### src/rtl/atom_field_serializer.sv
// Serializes 1/2/4/8-byte fields into a byte stream with valid/ready handshakes on both sides.
// Optional header byte (8'hA0 | kind) before each field when ATOM_FIELD_SERIALIZER_HEADER_EN is defined.
module atom_field_serializer #(
   parameter bit BIG_ENDIAN = 1'b0
) (
   input  logic        clk,
   input  logic        rst,
   input  logic        in_valid,
   output logic        in_ready,
   input  logic [1:0]  in_kind,
   input  logic [63:0] in_data,
   output logic        out_valid,
   input  logic        out_ready,
   output logic [7:0]  out_data,
   output logic        out_last,
   output logic        busy
);

   typedef enum logic [1:0] {IDLE, HDR, DATA} state_t;

   state_t      state_reg;
   logic [1:0]  kind_reg;
   logic [63:0] data_reg;
   logic [2:0]  cnt_reg;
   logic        out_valid_reg;
   logic        out_last_reg;
   logic [7:0]  out_data_reg;

   logic [2:0]  kind_last;
   logic [2:0]  cnt_next;
   logic        out_hs;

   // Index of the final payload byte: n-1 for n = 1, 2, 4, 8.
   function automatic logic [2:0] last_idx(input logic [1:0] k);
      case (k)
         2'd0:    return 3'd0;
         2'd1:    return 3'd1;
         2'd2:    return 3'd3;
         default: return 3'd7;
      endcase
   endfunction

   function automatic logic [7:0] lane(input logic [63:0] d, input logic [2:0] last,
                                       input logic [2:0] c);
      logic [2:0] idx;
      idx = BIG_ENDIAN ? 3'(last - c) : c;
      return d[{idx, 3'b000} +: 8];
   endfunction

   assign kind_last = last_idx(kind_reg);
   assign cnt_next  = cnt_reg + 3'd1;
   assign out_hs    = out_valid_reg && out_ready;

   always_ff @(posedge clk) begin
      if (rst) begin
         state_reg     <= IDLE;
         kind_reg      <= 2'd0;
         data_reg      <= 64'd0;
         cnt_reg       <= 3'd0;
         out_valid_reg <= 1'b0;
         out_last_reg  <= 1'b0;
         out_data_reg  <= 8'h00;
      end else begin
         case (state_reg)
            IDLE: begin
               if (in_valid) begin
                  kind_reg      <= in_kind;
                  data_reg      <= in_data;
                  cnt_reg       <= 3'd0;
                  out_valid_reg <= 1'b1;
`ifdef ATOM_FIELD_SERIALIZER_HEADER_EN
                  state_reg     <= HDR;
                  out_data_reg  <= 8'hA0 | {6'd0, in_kind};
                  out_last_reg  <= 1'b0;
`else
                  state_reg     <= DATA;
                  out_data_reg  <= lane(in_data, last_idx(in_kind), 3'd0);
                  out_last_reg  <= (last_idx(in_kind) == 3'd0);
`endif
               end
            end
            HDR: begin
               if (out_hs) begin
                  state_reg    <= DATA;
                  out_data_reg <= lane(data_reg, kind_last, 3'd0);
                  out_last_reg <= (kind_last == 3'd0);
               end
            end
            DATA: begin
               if (out_hs) begin
                  if (cnt_reg == kind_last) begin
                     state_reg     <= IDLE;
                     cnt_reg       <= 3'd0;
                     out_valid_reg <= 1'b0;
                     out_last_reg  <= 1'b0;
                     out_data_reg  <= 8'h00;
                  end else begin
                     cnt_reg      <= cnt_next;
                     out_data_reg <= lane(data_reg, kind_last, cnt_next);
                     out_last_reg <= (cnt_next == kind_last);
                  end
               end
            end
            default: state_reg <= IDLE;
         endcase
      end
   end

   assign in_ready  = (state_reg == IDLE);
   assign busy      = (state_reg != IDLE);
   assign out_valid = out_valid_reg;
   assign out_data  = out_data_reg;
   assign out_last  = out_last_reg;

endmodule

### config.mk
export PLATFORM = sky130hd
export DESIGN_NAME = atom_field_serializer
export DESIGN_NICKNAME = d
export VERILOG_FILES = /design/src/rtl/atom_field_serializer.sv
export SDC_FILE = /design/constraint.sdc
export NUM_CORES = 1
export LEC_CHECK = 0
export ABC_AREA = 1
export BUFFER_PORTS_ARGS = -buffer_cell sky130_fd_sc_hd__buf_2
export CAP_MARGIN = 20
export CORE_ASPECT_RATIO = 1.75
export CORE_UTILIZATION = 40
export DETAILED_ROUTE_END_ITERATION = 8
export HOLD_SLACK_MARGIN = 0.1
export PLACE_DENSITY = 0.67
export SLEW_MARGIN = 20
export SYNTH_ARGS = -nofsm -noshare
export SYNTH_HDL_FRONTEND = slang
export SYNTH_SLANG_ARGS = --single-unit
### constraint.sdc
create_clock -name clk -period 3.4 [get_ports clk]
set_input_delay 0.68 -clock clk [delete_from_list [all_inputs] [get_ports clk]]
set_output_delay 0.68 -clock clk [all_outputs]
set_load 0.02 [all_outputs]
==> flow_summary.ini, run 1 <==
[drt]
wire_per_inst_um = 13.2
drt_wl_total_um = 9560
vias_per_cell = 4.86
antenna_left = 0
drc_errors = 0
drt-pass1-iter-count = 5
vias = 3512
drt_iter0_markers = 161

[synthesis]
synth_largest_area_cell = dfxtp_1
synth-xor-area-share_pct = 1.64
synth_top_family_by_area = simple AND/OR/NAND/NOR gates
synth_area_per_cell_um2 = 6.68
synthCells = 538
synth_cell_types = 22
yosysWarnings = 0
syn-cell-area_um2 = 3600
synth_mux_area_share_pct = 0
synth_fa_ha_area_share_pct = 0.348
synth_area_leaders = dfxtp_1 (44%), nor2_1 (16%), nand2_1 (12%)
synth_compound_area_share_pct = 12.8
synth-simple-area-share_pct = 34.5
synth-seq-cells = 79
yosys.area.top_type_share_pct = 44.0
yosysSeqAreaShare_pct = 44.0
synth_nets = 609

[layout]
layout.area.seq_um2 = 1580
num-nets-final = 671
nFillCells = 940
area_growth_pct = 20.0
final_common_cell = nor2_1
multi_input_area_um2 = 1770
antenna_cells = 0
drive_gt1_share_pct = 18.2
layout_common_cells = nor2_1 (158), nand2_1 (115), buf_2 (81), dfxtp_1 (79), o21ai_0 (78)
largest_reg_flops = 64

[floorplan]
die_w_um = 73.7
dieArea_um2 = 9390
die_h_um = 127
num_rows = 45
start_util_pct = 41.5
core_area_um2 = 8670
ios = 82

[worst_setup_path]
worstSetupPathType = flop to output port
worstReg2RegEnd = out_data[7]
crit_required_ps = 2720
reg2regPathDepth = 9
endpoint = in_ready
r2r_slack_ps = 1450
startpoint_type = flop
crit_path_end_kind = output port
cp_max_fo = 10
arrival_ps = 1310
startpoint = out_valid
r2r_start = cnt_reg[0]

[global_route]
antenna_found_initial = 0
grt_max_degree = 50
grt_pass1_vias = 3445
grt_pass1_wl_um = 15700
overflow = 0
grt_use_total_pct = 22.3

[cts]
cts_hold_buf = 0
post_cts_buffers = 0
h-tree-depth = 3
clkTransAtPathRegs_ps = 60
cts_tree = built
cts-resized-gates = 0
clockBufferDepth = 2
clock_sinks = 79
clkLatencyLatePin_ps = 340
clockRootBuffer = clkbuf_16
cts_made_buffers = 9

[pwr]
max-vdd-ir-drop_v = 0.000322
power_density_nw_per_um2 = 603
p_leak_nw = 1.97

[sta]
tns_ps = 0
fmax_ghz = 0.503
worst_slew_pin_slew_ps = 572
skew_ps = 5.31
slew_headroom_pct = 61.8
finalCritPeriodShare_pct = 58.4
finalSetupViolCount = 0
hold_violations = 0
slew_viol_final = 0
fin_ws_ps = 1410
fin_crit_ps = 1990
rsz0062_at_grt = no

[run]
cap_violations = 0

[outcome]
outcome = complete, no violations

[hold_path]
min_path_type = flop to flop

[place]
dp.final_hpwl_um = 6890
io_buffers = 81
place_ws_ps = 1390
routabilityCongestion = 0.842
==> layer usage <==
metal | wire [um] | GRT usage [%]
met4 | 427 | 14.0
met2 | 5030 | 39.7
met3 | 356 | 3.23
met1 | 3750 | 23.7
met5 | 0 | 0
==> power by group <==
part	switching [mW]	total [mW]	internal (mW)	leakage, nW
logic	0.367	0.568	0.200	1.18
registers	0.0574	1.08	1.02	0.655
clock network	0.372	0.959	0.587	0.138
==> how the worst min path moves through the flow <==
stage                   end  depth (start not counted)         start
6_report        data_reg[6]                          2   data_reg[6]
5_1_grt        data_reg[51]                          2  data_reg[51]
3_3_place_gp    data_reg[4]                          2   data_reg[4]
3_5_place_dp   data_reg[40]                          2  data_reg[40]
4_1_cts         data_reg[6]                          2   data_reg[6]
2_1_floorplan  data_reg[32]                          2  data_reg[32]
==> cell usage after synthesis <==
master	instances
nor2_1	158
nand2_1	115
dfxtp_1	79
o21ai_0	78
nand3_1	35
buf_2	14
clkbuf_1	12
inv_1	11
buf_4	9
o21ai_1	6
inv_2	4
a211oi_1	3
nand2_4	3
a21oi_1	2
xor2_1	2
clkinv_1	1
ha_1	1
nand4_1	1
o31ai_1	1
xnor2_1	1
xnor2_2	1
xor2_2	1
==> logic make-up after synthesis <==
group	Yosys count
xor+xnor	5
flops	79
simple gates	312
buf+inv	51
fa+ha+maj	1
compound gates	90
==> stage by stage <==
stage | total power [mW] | hold slack (ps) | area (um^2) | utilization, % | cells
2_1_floorplan | 1.50 | 455 | 3600 | - | 538
3_3_place_gp | 1.65 | 463 | 4020 | 46.3 | 706
3_5_place_dp | 1.66 | 473 | 4020 | 46.3 | 706
4_1_cts | 2.62 | 486 | 4320 | 49.8 | 722
5_1_grt | 2.74 | 506 | 4320 | 49.8 | 722
6_report | 2.60 | 481 | 4320 | 49.8 | 722
==> worst max-delay path, cell delays in order (launching register included) <==
cell and delay, ps:
dfxtp_1 600, inv_2 160, buf_2 200
==> layout make-up <==
cell class                 instances  share of cell area, %
timing repair buffer              86                   10.6
sequential                        79                   36.6
multi-input combinational        408                   41.1
inverter                          16                   1.39
tap                              117                   3.39
clock inverter                     5                   1.33
clock buffer                      11                   5.62
No activity file was read; power rests on OpenSTA's default activity.
==> run 2, diff against run 1 <==
ABC_AREA = 0   (was 1)
clock period = 1.9 ns   (was 3.4 ns; I/O delays follow)
==> flow_summary.ini, run 2 <==
[layout]
largest_reg_flops = 64
final_common_cell = nand2_1
drive_gt1_share_pct = 27.9
layout_common_cells = nand2_1 (137), buf_2 (81), dfxtp_1 (79), a21oi_1 (69), buf_4 (12)
antenna_cells = 0
num-nets-final = 553
finish.utilization_pct = 51.0
area_growth_pct = 23.2

[cts]
cts_hold_buf = 0
h-tree-depth = 3
clock_sinks = 79
clkLatencyLatePin_ps = 330
cts_made_buffers = 9
clockBufferDepth = 2
cts_tree = built
clockRootBuffer = clkbuf_16
clkTransAtPathRegs_ps = 60

[pwr]
p_sw_share_pct = 25.4
max-vdd-ir-drop_v = 0.000555
power.internal_mw = 2.96
power.share.clock_pct = 40.2
p_leak_nw = 1.78
power_density_nw_per_um2 = 891
p_sw_mw = 1.01
seq_power_share_pct = 46.4
comb_power_share_pct = 13.4

[synthesis]
synth-seq-cells = 79
yosysSeqAreaShare_pct = 43.8
synth_enable_flop_cells = 0
synthArstFlopShare_pct = 0
synthCells = 406
yosysWarnings = 0
synthTopCellsByCount = nand2_1 (137), dfxtp_1 (79), a21oi_1 (69)
synth_area_per_cell_um2 = 8.90
synth-main-ff-cell = dfxtp_1
synth_nets = 477
synth_area_leaders = dfxtp_1 (44%), nand2_1 (14%), a21oi_1 (9.6%)
synthMostInstantiatedCell = nand2_1
synth_largest_area_cell = dfxtp_1
synth_cell_types = 41
syn-cell-area_um2 = 3610
yosys.area.top_type_share_pct = 43.8

[floorplan]
ios = 82
dieArea_um2 = 9430
num_rows = 45
start_util_pct = 41.4
die_h_um = 128
core_area_um2 = 8730
die_w_um = 73.8

[global_route]
grt_use_total_pct = 21.0
overflow = 0
antenna_found_initial = 0
grt_pass1_vias = 2952
grt_max_degree = 81
grt_pass1_wl_um = 14600

[worst_setup_path]
crit_required_ps = 2110
slowest_delay_ps = 540
worst-path-buf-inv = 1
path_delay_family = multiplexers
startpoint_type = flop
worstSetupPathType = flop to flop
path_cells = ha_4 -> buf_4 -> mux4_2 -> mux2i_1 -> o31a_1 -> nor3_2
arrival_ps = 2010
cp_slowest_cell = mux4_2
crit_path_end_kind = flop
cp_max_fo = 6

[sta]
skew_ps = 5.49
finalCritPeriodShare_pct = 94.9
tns_ps = 0
slew_headroom_pct = 60.6
fin_ws_ps = 96.1
worst_slew_pin_slew_ps = 589
slew_viol_final = 0
fin_crit_ps = 1800
finalSetupViolCount = 0
fmax_ghz = 0.554
rsz0062_at_grt = no
hold_violations = 0

[place]
io_buffers = 81
routabilityCongestion = 0.868
dp.final_hpwl_um = 6640
place_ws_ps = -72.2

[drt]
drt_iter0_markers = 171
wire_per_inst_um = 15.2
antenna_left = 0
vias_per_cell = 5.18
drc_errors = 0
vias = 3129
drt_wl_total_um = 9170
drt-pass1-iter-count = 4

[hold_path]
min_path_type = input port to flop

[run]
cap_violations = 0

[outcome]
outcome = complete, no violations
[run 2: cell types whose count changed after synthesis, sizes merged, moves of 9 or more]
cell and delta:
nand2 +19, nor2 -147, a21oi +67, mux4 +16
mux2i +9, o21ai -75, inv -14, nand3 -33
[run 2: final timing paths]
kind,startpoint,to,slack (ps),depth (start not counted)
worst max-delay path,cnt_reg[0],out_data[0],100,6
worst min-delay path,out_ready,out_valid,270,2
worst max register to register,cnt_reg[0],out_data[0],100,6
worst min register to register,data_reg[33],data_reg[33],450,2
[run 2: worst reg2reg max path, stage by stage, from the launching register on]
cell and delay [ps]:
dfxtp_1 340, ha_4 320, buf_4 120, mux4_2 540, mux2i_1 160, o31a_1 150, nor3_2 40
[run 2: metrics by stage]
step           hold slack [ps]  cell area (um^2)  cells  power, mW
2_1_floorplan              432              3610    406       2.19
3_3_place_gp               439              4130    585       2.39
3_5_place_dp               446              4130    585       2.41
4_1_cts                    264              4430    601       4.01
5_1_grt                    270              4450    604       4.15
6_report                   270              4450    604       3.97
[run 2: repair_timing]
action                                  in CTS  in global routing
endpoints found under the setup margin       8                  5
pin swaps                                    0                  1
buffers inserted                             0                  3
resized for setup                            4                  1
cloned                                       0                  0
[run 2: cell families (layout without fill, tap and decap cells)]
kind of cell,count (synthesis),in the layout,share of synthesized area (%)
adder cells (fa/ha/maj),1,1,0.346
flip-flops,79,79,43.8
AO/OA/AOI/OAI,95,95,15.7
multiplexers,25,25,13.4
buffers and inverters,33,114,4.92
AND/OR/NAND/NOR,171,171,20.9
XOR/XNOR,2,2,1.00
[run 2: layer usage]
metal | part of all wire [%] | global-route usage [%] | wire length [um] | up-vias
met1 | 37 | 23.8 | 3410 | 1460
met4 | 4.5 | 13.0 | 416 | 0
met3 | 4.2 | 4.25 | 382 | 22
li1 | - | - | - | 1562
met2 | 54 | 35.3 | 4960 | 85
met5 | 0 | 0 | 0 | -
[run 2: final cells by class]
class / instances / area (um^2)
flip-flops and latches: 79 / 1580
clock inverters: 2 / 13.8
repair buffers: 97 / 567
well taps: 117 / 146
inverters: 1 / 3.75
multi-input cells: 294 / 1880
fillers: 863 / 4270
clock buffers: 14 / 264
[run 2: power groups by stage]
stage	Sequential (mW)	Clock [mW]	Combinational, mW
after floorplan	1.86	0	0.328
after detailed placement	1.87	0	0.531
after CTS	1.84	1.63	0.535
after global routing	1.85	1.71	0.592
final	1.84	1.60	0.532
after global placement	1.87	0	0.522
==> run 3, diff against run 2 <==
CELL_PAD_IN_SITES_DETAIL_PLACEMENT = 2   (was not set)
CELL_PAD_IN_SITES_GLOBAL_PLACEMENT = 2   (was not set)
CORE_UTILIZATION = 32   (was 40)
PLACE_DENSITY = 0.84   (was 0.67)
==> flow_summary.ini, run 3 (synthesized netlist as in run 2, its figures left out) <==
[outcome]
outcome = complete, no violations

[worst_setup_path]
crit_required_ps = 2170
cp_slowest_cell = or3b_1
startpoint_type = flop
cp_max_fo = 5
crit_path_end_kind = flop
reg2regPathDepth = 6
arrival_ps = 2090
worstSetupPathType = flop to flop
path_cells = ha_4 -> buf_4 -> or3b_1 -> a211oi_2 -> o211ai_1 -> a211oi_2
slowest_delay_ps = 390
path_common_cell = a211oi_2

[global_route]
grt_pass1_wl_um = 19400
grt_pass1_vias = 3556
grt_max_degree = 81
antenna_found_initial = 0
grt_use_total_pct = 23.4
overflow = 0

[cts]
h-tree-depth = 3
clkLatencyLatePin_ps = 350
clockRootBuffer = clkbuf_16
cts_tree = built
cts_made_buffers = 9
clockBufferDepth = 2
clkTransAtPathRegs_ps = 70
cts_hold_buf = 0
clock_sinks = 79

[place]
routabilityCongestion = 0.834
placedCellCount = 600
io_buffers = 81
dp.final_hpwl_um = 9170

[sta]
worst_slew_pin_slew_ps = 504
tns_ps = 0
slew_viol_final = 0
finalHoldWorstSlack_ps = 262
fin_crit_ps = 1820
finalSetupViolCount = 0
hold_violations = 0
fmax_ghz = 0.549
finalCritPeriodShare_pct = 95.9
slew_headroom_pct = 66.4
skew_ps = 12.4
rsz0062_at_grt = no

[layout]
area_growth_pct = 24.5
layout_common_cells = nand2_1 (137), buf_2 (81), dfxtp_1 (78), a21oi_1 (69), nor2_1 (11)
drive_gt1_share_pct = 28.0
finish.utilization_pct = 40.8
stdcell_count = 617
final_common_cell = nand2_1
largest_reg_flops = 64
antenna_cells = 0
num-nets-final = 551

[run]
cap_violations = 0

[drt]
wire_per_inst_um = 20.6
drt-pass1-iter-count = 4
vias_per_cell = 5.27
drc_errors = 0
vias = 3249
antenna_left = 0
drt_wl_total_um = 12700
drt_iter0_markers = 142

[hold_path]
min_path_cells = 2
min_path_type = input port to flop

[floorplan]
die_h_um = 143
dieArea_um2 = 11700
start_util_pct = 32.7
num_rows = 51
ios = 82
die_w_um = 82.3
core_area_um2 = 11000

[pwr]
power.total_mw = 4.23
p_leak_nw = 1.78
max-vdd-ir-drop_v = 0.000599
power_density_nw_per_um2 = 940
run 3: layout make-up:
cell class | instances | area [um^2]
inverters | 1 | 3.75
fillers | 1250 | 6540
flip-flops and latches | 79 | 1580
clock inverters | 2 | 37.5
repair buffers | 95 | 552
clock buffers | 14 | 274
well taps | 132 | 165
multi-input cells | 294 | 1890
run 3: metrics by stage:
step	area, um^2	setup WS (ps)
finish	4500	77.7
global route	4500	5.27
CTS	4490	38.3
detailed placement	4150	-40.5
global placement	4150	59.8
floorplan	3610	15.3
run 3: routing by layer:
| metal | vias up | global-route usage [%] | share of wire [%] | routed length [um] |
|---|---|---|---|---|
| met5 | - | 0 | 0 | 0 |
| met4 | 0 | 17.3 | 5.8 | 733 |
| met3 | 32 | 3.59 | 2.6 | 333 |
| met2 | 79 | 40.7 | 56 | 7170 |
| met1 | 1588 | 24.4 | 35 | 4470 |
| li1 | 1550 | - | - | - |
run 3: worst max-delay path: cells and delay by family, from the launching register on:
kind	cells	cell delay, ps
AND/OR/NAND/NOR	1	390
AO/OA/AOI/OAI	3	600
buffers and inverters	1	150
adder cells (fa/ha/maj)	1	240
flip-flops	1	380
run 3: timing repair:
action	CTS	global route
setup endpoints to repair	8	7
setup buffers	0	1
gates cloned	0	0
gates resized for setup	3	2
run 3: final timing paths:
path,from,endpoint,slack (ps)
worst max-delay path,cnt_reg[1],out_last,80
worst min-delay path,out_ready,out_valid,260
worst min register to register,data_reg[12],data_reg[12],460
worst max register to register,cnt_reg[1],out_last,80
run 3: where the power goes:
| group | total, mW | leakage [nW] | switching (mW) | internal, mW |
|---|---|---|---|---|
| sequential | 1.86 | 0.650 | 0.0948 | 1.76 |
| combinational | 0.560 | 0.986 | 0.326 | 0.234 |
| clock | 1.81 | 0.149 | 0.685 | 1.13 |
| total | 4.23 | 1.78 | 1.11 | 3.12 |
